`config.mk`:
```
export PLATFORM = sky130hd
export DESIGN_NAME = reg_file_n
export DESIGN_NICKNAME = d
export VERILOG_FILES = /design/src/rtl/reg_file_pkg.sv /design/src/rtl/sat_counter_reg.sv /design/src/rtl/reg_file_n.sv
export SDC_FILE = /design/constraint.sdc
export NUM_CORES = 1
export LEC_CHECK = 0
export CAP_MARGIN = 10
export CORE_MARGIN = 8
export CORE_UTILIZATION = 30
export CTS_CLUSTER_DIAMETER = 80
export DETAILED_ROUTE_END_ITERATION = 10
export GPL_ROUTABILITY_DRIVEN = 0
export PLACE_DENSITY_LB_ADDON = 0.3
export SLEW_MARGIN = 20
export SYNTH_ARGS = -nofsm -noshare
export SYNTH_HDL_FRONTEND = slang
export SYNTH_SLANG_ARGS = --single-unit
```
`constraint.sdc`:
```
create_clock -name CLK -period 2.08 [get_ports CLK]
set_input_delay 0.416 -clock CLK [delete_from_list [all_inputs] [get_ports CLK]]
set_output_delay 0.416 -clock CLK [all_outputs]
set_load 0.02 [all_outputs]
```
`src/rtl/reg_file_pkg.sv`:
```
// reg_file_pkg: shared definitions for the reg_file_n register file.
//   FS_DEC/FS_INC/FS_LOAD/FS_CLR : FunSel operation encodings
//   sel_w(depth)                 : width of a read-port select index
package reg_file_pkg;

    localparam logic [1:0] FS_DEC  = 2'b00;
    localparam logic [1:0] FS_INC  = 2'b01;
    localparam logic [1:0] FS_LOAD = 2'b10;
    localparam logic [1:0] FS_CLR  = 2'b11;

    // A single-bit select is kept even for very small files so the port never collapses to zero width.
    function automatic int sel_w(input int depth);
        return (depth <= 2) ? 1 : $clog2(depth);
    endfunction

endpackage

```
`src/rtl/sat_counter_reg.sv`:
```
// sat_counter_reg: one register of the file with dec/inc/load/clear.
//   clk     : updates on the falling edge
//   rst_n   : asynchronous active-low reset, clears q
//   en      : active-high enable for this edge
//   fun_sel : operation select (FS_* encodings)
//   d       : load data
//   q       : register contents
//   evt     : high for the cycle in which an enabled dec/inc wraps (SAT=0)
//             or is blocked at a limit (SAT=1)
module sat_counter_reg
    import reg_file_pkg::*;
#(
    parameter int WIDTH = 8,
    parameter int SAT   = 0
)(
    input  logic             clk,
    input  logic             rst_n,
    input  logic             en,
    input  logic [1:0]       fun_sel,
    input  logic [WIDTH-1:0] d,
    output logic [WIDTH-1:0] q,
    output logic             evt
);

    localparam logic [WIDTH-1:0] ALL_ONES = '1;
    localparam logic [WIDTH-1:0] ONE      = WIDTH'(1);

    logic [WIDTH-1:0] q_nxt;

    // evt is combinational so the parent's sticky flag captures it on the same edge as the update.
    always_comb begin
        q_nxt = q;
        evt   = 1'b0;
        if (en) begin
            case (fun_sel)
                FS_DEC: begin
                    if (q == '0) begin
                        evt   = 1'b1;
                        q_nxt = (SAT != 0) ? q : ALL_ONES;
                    end else begin
                        q_nxt = q - ONE;
                    end
                end
                FS_INC: begin
                    if (q == ALL_ONES) begin
                        evt   = 1'b1;
                        q_nxt = (SAT != 0) ? q : '0;
                    end else begin
                        q_nxt = q + ONE;
                    end
                end
                FS_LOAD: q_nxt = d;
                default: q_nxt = '0;
            endcase
        end
    end

    always_ff @(negedge clk or negedge rst_n) begin
        if (!rst_n) begin
            q <= '0;
        end else begin
            q <= q_nxt;
        end
    end

endmodule

```
`src/rtl/reg_file_n.sv`:
```
// reg_file_n: DEPTH-entry register file with dec/inc/load/clear per register,
// two combinational read ports and sticky per-register wrap/saturation flags.
//   CLK     : state updates on the falling edge
//   RST_N   : asynchronous active-low reset of all registers and flags
//   FunSel  : operation applied to every enabled register
//   RegSel  : active-low per-register enables
//   I       : load data
//   OutASel : read port A index (index >= DEPTH reads 0)
//   OutBSel : read port B index (index >= DEPTH reads 0)
//   FlagClr : clears EvtFlag; an event on the same edge still sets its bit
//   OutA    : register OutASel
//   OutB    : register OutBSel
//   ZeroA   : OutA == 0
//   EvtFlag : sticky event flags, one per register
module reg_file_n
    import reg_file_pkg::*;
#(
    parameter  int WIDTH = 8,
    parameter  int DEPTH = 4,
    parameter  int SAT   = 0,
    localparam int SELW  = sel_w(DEPTH)
)(
    input  logic             CLK,
    input  logic             RST_N,
    input  logic [1:0]       FunSel,
    input  logic [DEPTH-1:0] RegSel,
    input  logic [WIDTH-1:0] I,
    input  logic [SELW-1:0]  OutASel,
    input  logic [SELW-1:0]  OutBSel,
    input  logic             FlagClr,
    output logic [WIDTH-1:0] OutA,
    output logic [WIDTH-1:0] OutB,
    output logic             ZeroA,
    output logic [DEPTH-1:0] EvtFlag
);

    logic [WIDTH-1:0] regs [DEPTH];
    logic [DEPTH-1:0] evt;

    for (genvar k = 0; k < DEPTH; k++) begin : g_reg
        sat_counter_reg #(
            .WIDTH (WIDTH),
            .SAT   (SAT)
        ) u_reg (
            .clk     (CLK),
            .rst_n   (RST_N),
            .en      (~RegSel[k]),
            .fun_sel (FunSel),
            .d       (I),
            .q       (regs[k]),
            .evt     (evt[k])
        );
    end

    // Indices with no matching register fall through to the zero default.
    always_comb begin
        OutA = '0;
        OutB = '0;
        for (int k = 0; k < DEPTH; k++) begin
            if (OutASel == SELW'(k)) OutA = regs[k];
            if (OutBSel == SELW'(k)) OutB = regs[k];
        end
    end

    assign ZeroA = (OutA == '0);

    always_ff @(negedge CLK or negedge RST_N) begin
        if (!RST_N) begin
            EvtFlag <= '0;
        end else begin
            EvtFlag <= (EvtFlag & {DEPTH{~FlagClr}}) | evt;
        end
    end

endmodule

```
==> flow_summary.json <==
{
  "status": "complete, but fails checks",
  "violations": "negative setup slack",
  "drt_first_pass_iters": 6,
  "synth_cell_types": 59,
  "powerDensity_nw_per_um2": 680,
  "crit_fanout": 2,
  "fp-row-count": 40,
  "leakagePower_nw": 2.69,
  "synth_area_per_cell_um2": 7.92,
  "cp.arrival_ns": 3.00,
  "layout_commonest_cell": "buf_4",
  "routed-via-count": 4686,
  "syn2layout_area_growth_pct": 80.8,
  "grt-ovfl-total": 0,
  "worstSetupStartpointType": "flip-flop",
  "end_kind": "output port",
  "synthCells": 451,
  "viasPerCell": 6.21,
  "cts_made_buffers": 5,
  "grtUsageTotal_pct": 21.2,
  "die_x_um": 125,
  "ys_seq_area_share_pct": 25.2,
  "diodes": 0,
  "port_buffers": 41,
  "final_cells": 754,
  "detail-route-antenna-nets": 0,
  "antenna_found_initial": 0,
  "die-area_um2": 15700,
  "netlist_area_um2": 3570,
  "synth-async-reset-ratio_pct": 100,
  "vdd_ir_drop_max_v": 0.000403,
  "core_um2": 11800,
  "drive_gt1_share_pct": 53.5,
  "rsz0062_at_grt": "yes",
  "drc": 0,
  "cts.clk_slew.worst_paths_ns": 0.05,
  "cap_violations": 0,
  "slew_headroom_pct": 68.5,
  "hold_class": "reg2reg",
  "postCtsHoldBufs": 0,
  "ys_ff_latch": 36,
  "worstSetupPathType": "reg2out",
  "hold_ws_ns": 0.483,
  "dp.cells": 701,
  "mostFrequentLayoutCells": "buf_4 (88), buf_6 (68), dfrtn_1 (36), nor2_1 (30), nand2_1 (22)",
  "num-fill-cells": 1025,
  "die_h_um": 125,
  "fin_ws_ns": -1.34,
  "wire_per_inst_um": 23.6,
  "first_global_vias": 4566,
  "io_pins": 42,
  "nets": 638,
  "clk_latency_ns": 0.31,
  "cp_top_family": "simple AND/OR/NAND/NOR gates",
  "drtIter0Drc": 515,
  "hpwl_mm": 12.1,
  "worstPathRequired_ns": 1.66,
  "cts_tree": "built",
  "crit_slowest_cell": "or4_4",
  "start_util_pct": 30.3,
  "synth-edff-count": 0,
  "worstMarginPinSlew_ns": 0.469,
  "synth_warnings": 0,
  "grt_max_degree": 37,
  "skew_ns": 0.00434,
  "ys.flop_type": "dfrtn_1",
  "cts-root-buf": "clkbuf_16",
  "finalSetupViolCount": 56,
  "maxSlewViolCount": 0,
  "fin_util_pct": 54.7,
  "path_cells": "mux4_2 > or4_4 > nor2_4 > buf_6",
  "clock-sinks": 36,
  "synth_nets": 483,
  "hold_viol_final": 0,
  "crit_buf_inv": 1,
  "clk_path_buf_depth": 2,
  "critPathMaxStageDelay_ns": 0.59,
  "grt_pass1_wl_mm": 26.3,
  "drt-total-wl_mm": 17.8,
  "htreeDepth": 2
}
==> per-layer routing <==
metal	global-route usage, %	wire length (µm)	up-vias
li1	-	-	2011
met1	25.5	6750	2283
met2	34.5	8320	297
met3	4.42	1500	95
met4	12.4	1220	0
met5	0	0	-
==> repair_timing <==
| item | in CTS | in global routing |
|---|---|---|
| endpoints found under the hold margin | 0 | 0 |
| setup buffers | 33 | 32 |
| cloned | 3 | 0 |
| pin swaps | 55 | 42 |
| endpoints found under the setup margin | 57 | 57 |
| resized for setup | 263 | 88 |
==> metrics by stage <==
stage                     worst slack [ns]  cell area, µm²  power (mW)  TNS, ns
after floorplan                      -1.13            4070        2.25   -15.48
after global placement               -1.47            5110        3.00   -40.67
after detailed placement             -1.47            5110        3.04   -41.00
after CTS                            -1.30            6020        4.15   -21.04
after global routing                 -1.36            6460        4.56   -24.53
final                                -1.34            6460        4.39   -22.77
==> logic make-up after synthesis <==
group	Yosys count	share of synthesized area [%]
AO/OA/AOI/OAI	148	26.3
XOR/XNOR	8	1.96
adder cells (fa/ha/maj)	11	3.85
buffers and inverters	69	8.05
flip-flops	36	25.2
multiplexers	21	11.8
AND/OR/NAND/NOR	158	22.8
==> cells in the mapped netlist (4+ instances only) <==
| library cell | instances | area [µm²] |
|---|---|---|
| o21a_1 | 4 | 30.0 |
| and3_1 | 5 | 31.3 |
| o211ai_1 | 6 | 45.0 |
| nand3_1 | 21 | 105 |
| mux4_2 | 13 | 293 |
| o32ai_1 | 4 | 35.0 |
| mux2i_1 | 5 | 50.1 |
| nor2b_1 | 4 | 25.0 |
| a211oi_1 | 6 | 45.0 |
| inv_1 | 19 | 71.3 |
| a22oi_1 | 6 | 45.0 |
| o41ai_1 | 4 | 35.0 |
| xor2_1 | 4 | 35.0 |
| nor4_1 | 6 | 37.5 |
| a31oi_1 | 8 | 50.1 |
| nor3b_1 | 4 | 30.0 |
| ha_1 | 11 | 138 |
| o21ai_0 | 44 | 220 |
| nor2_1 | 39 | 146 |
| a21oi_1 | 35 | 175 |
| o31ai_1 | 5 | 37.5 |
| dfrtn_1 | 36 | 901 |
| nand4_1 | 9 | 56.3 |
| clkbuf_1 | 30 | 113 |
| nand2_1 | 33 | 124 |
| buf_2 | 16 | 80.1 |
| xnor2_1 | 4 | 35.0 |
| nor3_1 | 18 | 90.1 |
==> layout make-up <==
| class | count | area [µm²] | area share [%] |
|---|---|---|---|
| Multi-Input combinational cell | 347 | 3130 | 48.4 |
| Timing Repair Buffer | 197 | 2010 | 31.1 |
| Sequential cell | 36 | 901 | 13.9 |
| Tap cell | 147 | 184 | 2.85 |
| Clock buffer | 6 | 129 | 1.99 |
| Inverter | 19 | 91.3 | 1.41 |
| Clock inverter | 2 | 16.3 | 0.252 |
==> final timing paths <==
path	slack, ns	cells after the start	to	from
max in group asynchronous	0.84	2	EvtFlag[3]	RST_N
min in group asynchronous	1.00	2	g_reg[2].u_reg.q[4]	RST_N
max reg2reg	-0.08	10	g_reg[3].u_reg.q[5]	g_reg[3].u_reg.q[1]
min reg2reg	0.48	2	EvtFlag[3]	EvtFlag[3]
max	-1.34	4	ZeroA	g_reg[1].u_reg.q[1]
min	0.48	2	EvtFlag[3]	EvtFlag[3]
==> report_power, final <==
part	internal, mW	total, mW	leakage (nW)	switching [mW]
registers	0.834	0.911	0.460	0.0766
clock network	0.447	0.771	0.0671	0.324
logic	1.23	2.71	2.16	1.48
total	2.51	4.39	2.69	1.88
==> tightest hold or removal path, stage by stage, from the launching register on <==
cell     delay (ns)
dfrtn_1        0.42
inv_1          0.05
o32ai_2        0.08
==> flip-flops by register name, summed over array words and instances (netlist names) <==
signal and count:
g.u_reg.q 32, EvtFlag 4
Power figures use the tool's default switching activity.
